**src/rtl/lc3_dispatch_ctrl.sv**
```systemverilog
// LC-3 fetch/decode sequencer: fetches an instruction, raises one handler
// request flag per opcode and runs a four-phase handshake with the handler.
module lc3_dispatch_ctrl #(
  parameter int unsigned TIMEOUT  = 64,
  parameter logic [15:0] RESET_PC = 16'h3000
) (
  input  logic        clk,
  input  logic        rst,
  input  logic        start,
  input  logic [15:0] mem_rdata,
  input  logic        mem_ready,
  input  logic        fine,
  input  logic [15:0] pc_next,
  input  logic        ld_pc_ext,
  output logic [15:0] mem_addr,
  output logic        mem_rd,
  output logic [15:0] ir,
  output logic [15:0] pc,
  output logic [15:0] flags,
  output logic        halted,
  output logic        error,
  output logic [2:0]  state_dbg
);

  typedef enum logic [2:0] {
    IDLE     = 3'd0,
    FETCH1   = 3'd1,
    FETCH2   = 3'd2,
    FETCH3   = 3'd3,
    DECODE   = 3'd4,
    DISPATCH = 3'd5,
    RELEASE  = 3'd6,
    STOP     = 3'd7
  } state_t;

  localparam logic [15:0] TIMER_LAST = 16'(TIMEOUT - 1);
  localparam logic [3:0]  OP_RESERVED = 4'hD;
  localparam logic [15:0] HALT_INSN   = 16'hF025;

  state_t      state, state_d;
  logic [15:0] timer, timer_d;
  logic [15:0] mem_addr_d, ir_d, pc_d, flags_d;
  logic        mem_rd_d, halted_d, error_d;

  always_comb begin
    // NOTE: every signal gets its hold value first so no path leaves one
    // unassigned; otherwise synthesis would infer a latch.
    state_d    = state;
    timer_d    = timer;
    mem_addr_d = mem_addr;
    mem_rd_d   = mem_rd;
    ir_d       = ir;
    pc_d       = pc;
    flags_d    = flags;
    halted_d   = halted;
    error_d    = error;

    case (state)
      IDLE: if (start) state_d = FETCH1;
      FETCH1: begin
        mem_addr_d = pc;
        mem_rd_d   = 1'b1;
        state_d    = FETCH2;
      end
      FETCH2: if (mem_ready) begin
        ir_d     = mem_rdata;
        mem_rd_d = 1'b0;
        pc_d     = pc + 16'd1;
        state_d  = FETCH3;
      end
      FETCH3: state_d = DECODE;
      DECODE: begin
        if (ir[15:12] == OP_RESERVED) begin
          error_d = 1'b1;
          state_d = STOP;
        end else if (ir == HALT_INSN) begin
          halted_d = 1'b1;
          state_d  = STOP;
        end else begin
          flags_d = 16'd1 << ir[15:12];
          timer_d = '0;
          state_d = DISPATCH;
        end
      end
      DISPATCH: begin
        // Timer restarts so RELEASE gets its own full window.
        if (fine) begin
          flags_d = '0;
          timer_d = '0;
          state_d = RELEASE;
        end else if (timer == TIMER_LAST) begin
          flags_d = '0;
          error_d = 1'b1;
          state_d = STOP;
        end else begin
          timer_d = timer + 16'd1;
        end
      end
      RELEASE: begin
        if (!fine) begin
          state_d = FETCH1;
        end else if (timer == TIMER_LAST) begin
          error_d = 1'b1;
          state_d = STOP;
        end else begin
          timer_d = timer + 16'd1;
        end
      end
      STOP:    state_d = STOP;
      default: state_d = IDLE;
    endcase

    // A handler PC load overrides the fetch increment.
    if (ld_pc_ext && state != IDLE && state != STOP) pc_d = pc_next;
  end

  // NOTE: sequential state uses non-blocking assignments so every register
  // samples the pre-edge values, independent of statement order.
  always_ff @(posedge clk or posedge rst) begin
    if (rst) begin
      state    <= IDLE;
      timer    <= '0;
      mem_addr <= '0;
      mem_rd   <= 1'b0;
      ir       <= '0;
      pc       <= RESET_PC;
      flags    <= '0;
      halted   <= 1'b0;
      error    <= 1'b0;
    end else begin
      state    <= state_d;
      timer    <= timer_d;
      mem_addr <= mem_addr_d;
      mem_rd   <= mem_rd_d;
      ir       <= ir_d;
      pc       <= pc_d;
      flags    <= flags_d;
      halted   <= halted_d;
      error    <= error_d;
    end
  end

  assign state_dbg = state;

endmodule

```
**config.mk**
```make
export PLATFORM = sky130hd
export DESIGN_NAME = lc3_dispatch_ctrl
export DESIGN_NICKNAME = d
export VERILOG_FILES = /design/src/rtl/lc3_dispatch_ctrl.sv
export SDC_FILE = /design/constraint.sdc
export NUM_CORES = 1
export LEC_CHECK = 0
export BUFFER_PORTS_ARGS = -buffer_cell sky130_fd_sc_hd__buf_2
export CORE_MARGIN = 5
export CORE_UTILIZATION = 45
export CTS_CLUSTER_SIZE = 10
export DETAILED_ROUTE_END_ITERATION = 10
export GPL_TIMING_DRIVEN = 0
export PLACE_DENSITY = 0.83
export RECOVER_POWER = 100
export SETUP_SLACK_MARGIN = 0.3
export SKIP_CTS_REPAIR_TIMING = 1
export SYNTH_ARGS = -nofsm -noshare
export SYNTH_HDL_FRONTEND = slang
export SYNTH_SLANG_ARGS = --single-unit
```
**constraint.sdc**
```tcl
create_clock -name clk -period 2.8 [get_ports clk]
set_clock_uncertainty 0.15 [all_clocks]
set_input_delay 0.56 -clock clk [delete_from_list [all_inputs] [get_ports clk]]
set_output_delay 0.56 -clock clk [all_outputs]
set_load 0.01 [all_outputs]
```
# Word-level counts from Yosys, hierarchy flattened
# Cells that the tools add are included.
[classes] mux=29 n_addsub=2 reduce_logical=17 n_eq_ne=19 mul=0 shift=1 bitwise_logic=1 div=0 magnitude_cmp=0
[ops] operator="16-bit 2-to-1 mux" n=12
[ops] operator="16-bit one-hot mux with 3 select lines" n=1
[ops] operator="16-bit by 1-bit adder with 16-bit output (second input constant)" n=2
[ops] operator="16-bit one-hot mux with 2 select lines" n=1
[ops] operator="3-bit one-hot mux with 8 select lines" n=1
[ops] operator="16-bit equality test (second input constant)" n=1
[ops] operator="16-bit by 6-bit equality test with 1-bit output (second input constant)" n=1
[ops] operator="1-bit by 4-bit << shifter with 16-bit output (first input constant)" n=1
[ops] operator="3-bit 2-to-1 mux" n=5
[ops] operator="2-bit inequality test (second input constant)" n=7
[ops] operator="3-bit equality test (second input constant)" n=4
[ops] operator="4-bit AND reduction" n=3
[ops] operator="2-bit AND reduction" n=4
[ops] operator="2-bit nonzero test" n=4
[ops] operator="3-bit by 2-bit equality test with 1-bit output (second input constant)" n=2
[ops] operator="3-bit inequality test (second input constant)" n=2
[ops] operator="3-bit nonzero test" n=2
[ops] operator="1-bit 2-to-1 mux" n=5
[ops] operator="4-bit equality test (second input constant)" n=1
[ops] operator="2-bit 2-to-1 mux" n=2
[ops] operator="3-bit by 1-bit equality test with 1-bit output (second input constant)" n=1
[ops] operator="3-bit zero test" n=1
[ops] operator="1-bit one-hot mux with 3 select lines" n=1
[ops] operator="3-bit AND reduction" n=1
[ops] operator="other kinds (3)" n=4
[totals] latchBits=0 memories=0 word_cells=78 output_inout_bits=70 register_bits=86 inputBits=38 mem_bits_ro=0 ramBits=0

# Depth between registers and ports, before layout
[depth] ltp_word=5 mapped_depth=7 mapped_depth_nobuf=5

# Worst setup path after synthesis
# No wires, ideal clock.
[synth_timing] path_kind="register -> register" startpoint="register timer[7]" endpoint="register flags[10]" setup_time_ps=125 required_time_ps=2525 stages_incl_launch_ff=6 path_slack_ps=824 n_path_buf=1 synth_period_minus_slack_ps=1976 arrival_ps=1700 path_cell_list="dfrtp_1 > or4_4 > nor2_8 > o21ai_4 > buf_6 > mux2_4"
[synth_between] elab_chain_len=3
[synth_lines] item="start, declared" line="41" text="logic [15:0] timer, timer_d;"
[synth_lines] item="start signal, assigned" line="132" text="timer <= timer_d;"
[synth_lines] item="16-bit by 6-bit equality test with 1-bit output" line="91" text="end else if (timer == TIMER_LAST) begin"
[synth_lines] item="3-bit inequality test (no source line)"
[synth_lines] item="4-bit AND reduction (no source line)"
[synth_lines] item="end signal, assigned" line="137" text="flags <= flags_d;"
[synth_lines] item="end, declared" line="19" text="output logic [15:0] flags,"
# No other way between the ends.
# A chain may end at the register's enable or synchronous reset.

# Worst setup path after layout
[layout_timing] startpoint="register ir[3]" endpoint="register flags[7]"
[layout_between] elab_chain_len=3
[layout_lines] item="start, declared" line="17" text="output logic [15:0] ir,"
[layout_lines] item="start signal, assigned" line="135" text="ir <= ir_d;"
[layout_lines] item="16-bit equality test" line="76" text="end else if (ir == HALT_INSN) begin"
[layout_lines] item="2-bit inequality test (no source line)"
[layout_lines] item="4-bit AND reduction (no source line)"
# No other way between the ends.

==> results.toml <==
[run_status]
status = "completed"

[synthesis]
syn_inst = 384
synth_edf_count = 0
synth_ff_type = "dfrtp_1"
synth_seq_cells = 86
syn_nets = 424
synthesis.area_um2 = 4248
seq_area_frac_synth_pct = 50.72
avgSynthCellArea_um2 = 11.06
async_reset_ff_share_pct = 100.0
yosys_warnings = 0
yosysUniqueCellTypes = 58

[cts]
worstSkewPairLatency_ns = 0.36
htreeDepth = 3
cts_root_buffer = "clkbuf_8"
cts_tree = "built"
path_clk_slew_ns = 0.09
numCtsBuffers = 9
cts_buffer_depth = 2
cts_sinks = 86

[worst_setup_path]
critPathMaxFanout = 10
crit_start = "ir[3]"
r2r_cells = 6
slowest_stage = "dfrtp_1"
start_kind = "register"
reg2reg_to = "flags[7]"
required_ns = 2.89
end_kind = "register"
path_cells = "nor4_4 -> a31o_1 -> a21oi_2 -> o21ai_1 -> buf_6 -> mux2_1"
path_class = "register to register"
max_stage_delay_ns = 0.43
r2r_slack_ns = 0.33
worstPathArrival_ns = 2.56
r2r_start = "ir[3]"

[floorplan]
row_count = 35
dieHeight_um = 107.2
initial_core_util_pct = 45.97
dieArea_um2 = 11480
die_w_um = 107.2
core_area_um2 = 9240
ios = 108

[global_route]
grt_pass1_vias = 3593
grt_max_degree = 33
grt_first_pass_wirelength_um = 17750
antenna_found_initial = 0
grt_overflow = 0
track_usage_pct = 19.07

[sta]
whs_ns = 0.2700
fin_tns_setup_ns = 0
worst_slew_pin_slew_ns = 1.337
hold_viol = 0
maxSlewHeadroom_pct = 10.35
setup_viol = 0
min_period_ns = 2.469
rsz0062_at_grt = "no"
fmax_mhz = 405.0
timing.final.crit_share_pct = 88.19
slew_violations = 0

[power_and_ir_drop]
p_per_area_nw_per_um2 = 1060
power_mw = 5.322
peakVddDrop_uv = 598.8
p_leak_nw = 2.146

[drt]
vias_per_cell = 5.392
dr.pass1.iters = 4
num_vias = 3440
drtIter0Drc = 188
ant_nets = 0
wl_um = 10350
remaining_drc_errors = 0
routedWlPerCell_um = 16.23

[min_path]
hold-path-cell-count = 3
hold_path_end = "ir[13]"
min-delay-start = "mem_rdata[13]"
hp-class = "input pin to register"

[placement]
port_buffers = 107
hpwlAfterDp_um = 7721
dpl_cell_area_um2 = 4989
gp_congestion = 0.8354

[layout]
n_fill_cell = 832
num_antenna_cells = 0
area_growth_pct = 18.20
final_area_um2 = 5021
seq_area_um2 = 2155
drive_gt1_share_pct = 21.22
nets = 544
multiInputGateArea_um2 = 1912

[run]
max_cap_viol_count = 0
[kinds of logic (layout without fill, tap and decap cells)]
logic type | Yosys count | in the layout | share of synthesized area [%]
multiplexers | 53 | 53 | 14.52
AO/OA/AOI/OAI | 59 | 59 | 9.191
buffers and inverters | 24 | 149 | 2.886
XOR/XNOR | 17 | 17 | 3.505
AND/OR/NAND/NOR | 143 | 143 | 18.59
flip-flops | 86 | 86 | 50.72
adder cells (fa/ha/maj) | 2 | 2 | 0.5890
[routing by layer]
layer | vias to the layer above | track usage (%) | part of all wire, %
met3 | 22 | 5.479 | 7.5
met5 | - | 0 | 0
met2 | 135 | 30.34 | 48
met1 | 1670 | 24.79 | 42
li1 | 1613 | - | -
met4 | 0 | 6.941 | 2.1
[layout by cell type, fill, tap and decap left out, types with 3 or more instances in the layout]
cell type	synthesis	routed
a21oi_1	25	25
and2_1	4	4
and3_1	3	3
and4_1	3	3
buf_2	8	42
clkbuf_1	3	78
clkbuf_8	0	10
dfrtp_1	84	84
inv_1	8	8
mux2_1	0	9
mux2_2	37	36
mux2i_1	8	8
nand2_1	28	28
nand2b_1	10	10
nand3_1	11	11
nand4_1	8	8
nor2_1	42	42
nor2b_1	3	3
nor3_1	8	8
o211ai_1	3	3
o21ai_0	12	12
or4_1	3	3
xnor2_1	13	13
xor2_1	4	4
[synth_stat cells (3+ instances only)]
library cell | number | area share, %
a21oi_1 | 25 | 2.9
and2_1 | 4 | 0.59
and3_1 | 3 | 0.44
and4_1 | 3 | 0.62
buf_2 | 8 | 0.94
clkbuf_1 | 3 | 0.27
dfrtp_1 | 84 | 49
inv_1 | 8 | 0.71
mux2_2 | 37 | 9.8
mux2_4 | 8 | 2.8
mux2i_1 | 8 | 1.9
nand2_1 | 28 | 2.5
nand2b_1 | 10 | 1.5
nand3_1 | 11 | 1.3
nand4_1 | 8 | 1.2
nor2_1 | 42 | 3.7
nor2b_1 | 3 | 0.44
nor3_1 | 8 | 0.94
o211ai_1 | 3 | 0.53
o21ai_0 | 12 | 1.4
or4_1 | 3 | 0.53
xnor2_1 | 13 | 2.7
xor2_1 | 4 | 0.82
[state kept, by name, indices dropped and copies added, names as in the netlist]
register / flops
error: 1
flags: 16
halted: 1
ir: 16
mem_addr: 16
mem_rd: 1
pc: 16
state_dbg: 3
timer: 16
[critical path: cells and delay by family (launching register included)]
family	cells	cell delay [ns]
multiplexers	1	0.34
AO/OA/AOI/OAI	3	0.83
buffers and inverters	1	0.23
flip-flops	1	0.43
AND/OR/NAND/NOR	1	0.37
[worst max path at each step]
stage / to / slack [ns]
after floorplan: flags[10] / 0.82
after global placement: mem_addr[6] / 0.51
after detailed placement: mem_addr[15] / 0.49
after CTS: mem_addr[15] / 0.47
after global routing: flags[11] / 0.19
final: flags[7] / 0.33
[layout make-up]
cell class,instances,share of cell area (%)
timing repair buffer,109,9.444
multi-input combinational,274,38.08
tap,129,3.215
clock inverter,4,1.096
buffer,15,1.670
sequential,86,42.91
inverter,9,0.6977
clock buffer,12,2.891
[through the flow]
| stage | utilization, % | std cells | worst slack [ns] |
|---|---|---|---|
| 6_report | 54.34 | 638 | 0.3306 |
| 2_1_floorplan | - | 384 | 0.8245 |
| 5_1_grt | 54.34 | 638 | 0.1904 |
| 3_5_place_dp | 53.99 | 622 | 0.4933 |
| 4_1_cts | 56.15 | 638 | 0.4684 |
| 3_3_place_gp | 53.55 | 620 | 0.5090 |
[power breakdown]
part	internal (mW)	switching, mW
Sequential	1.73	0.485
Combinational	0.931	1.28
Clock	0.443	0.454
Total	3.10	2.22
Note: power is estimated with default switching activity, not from simulation.
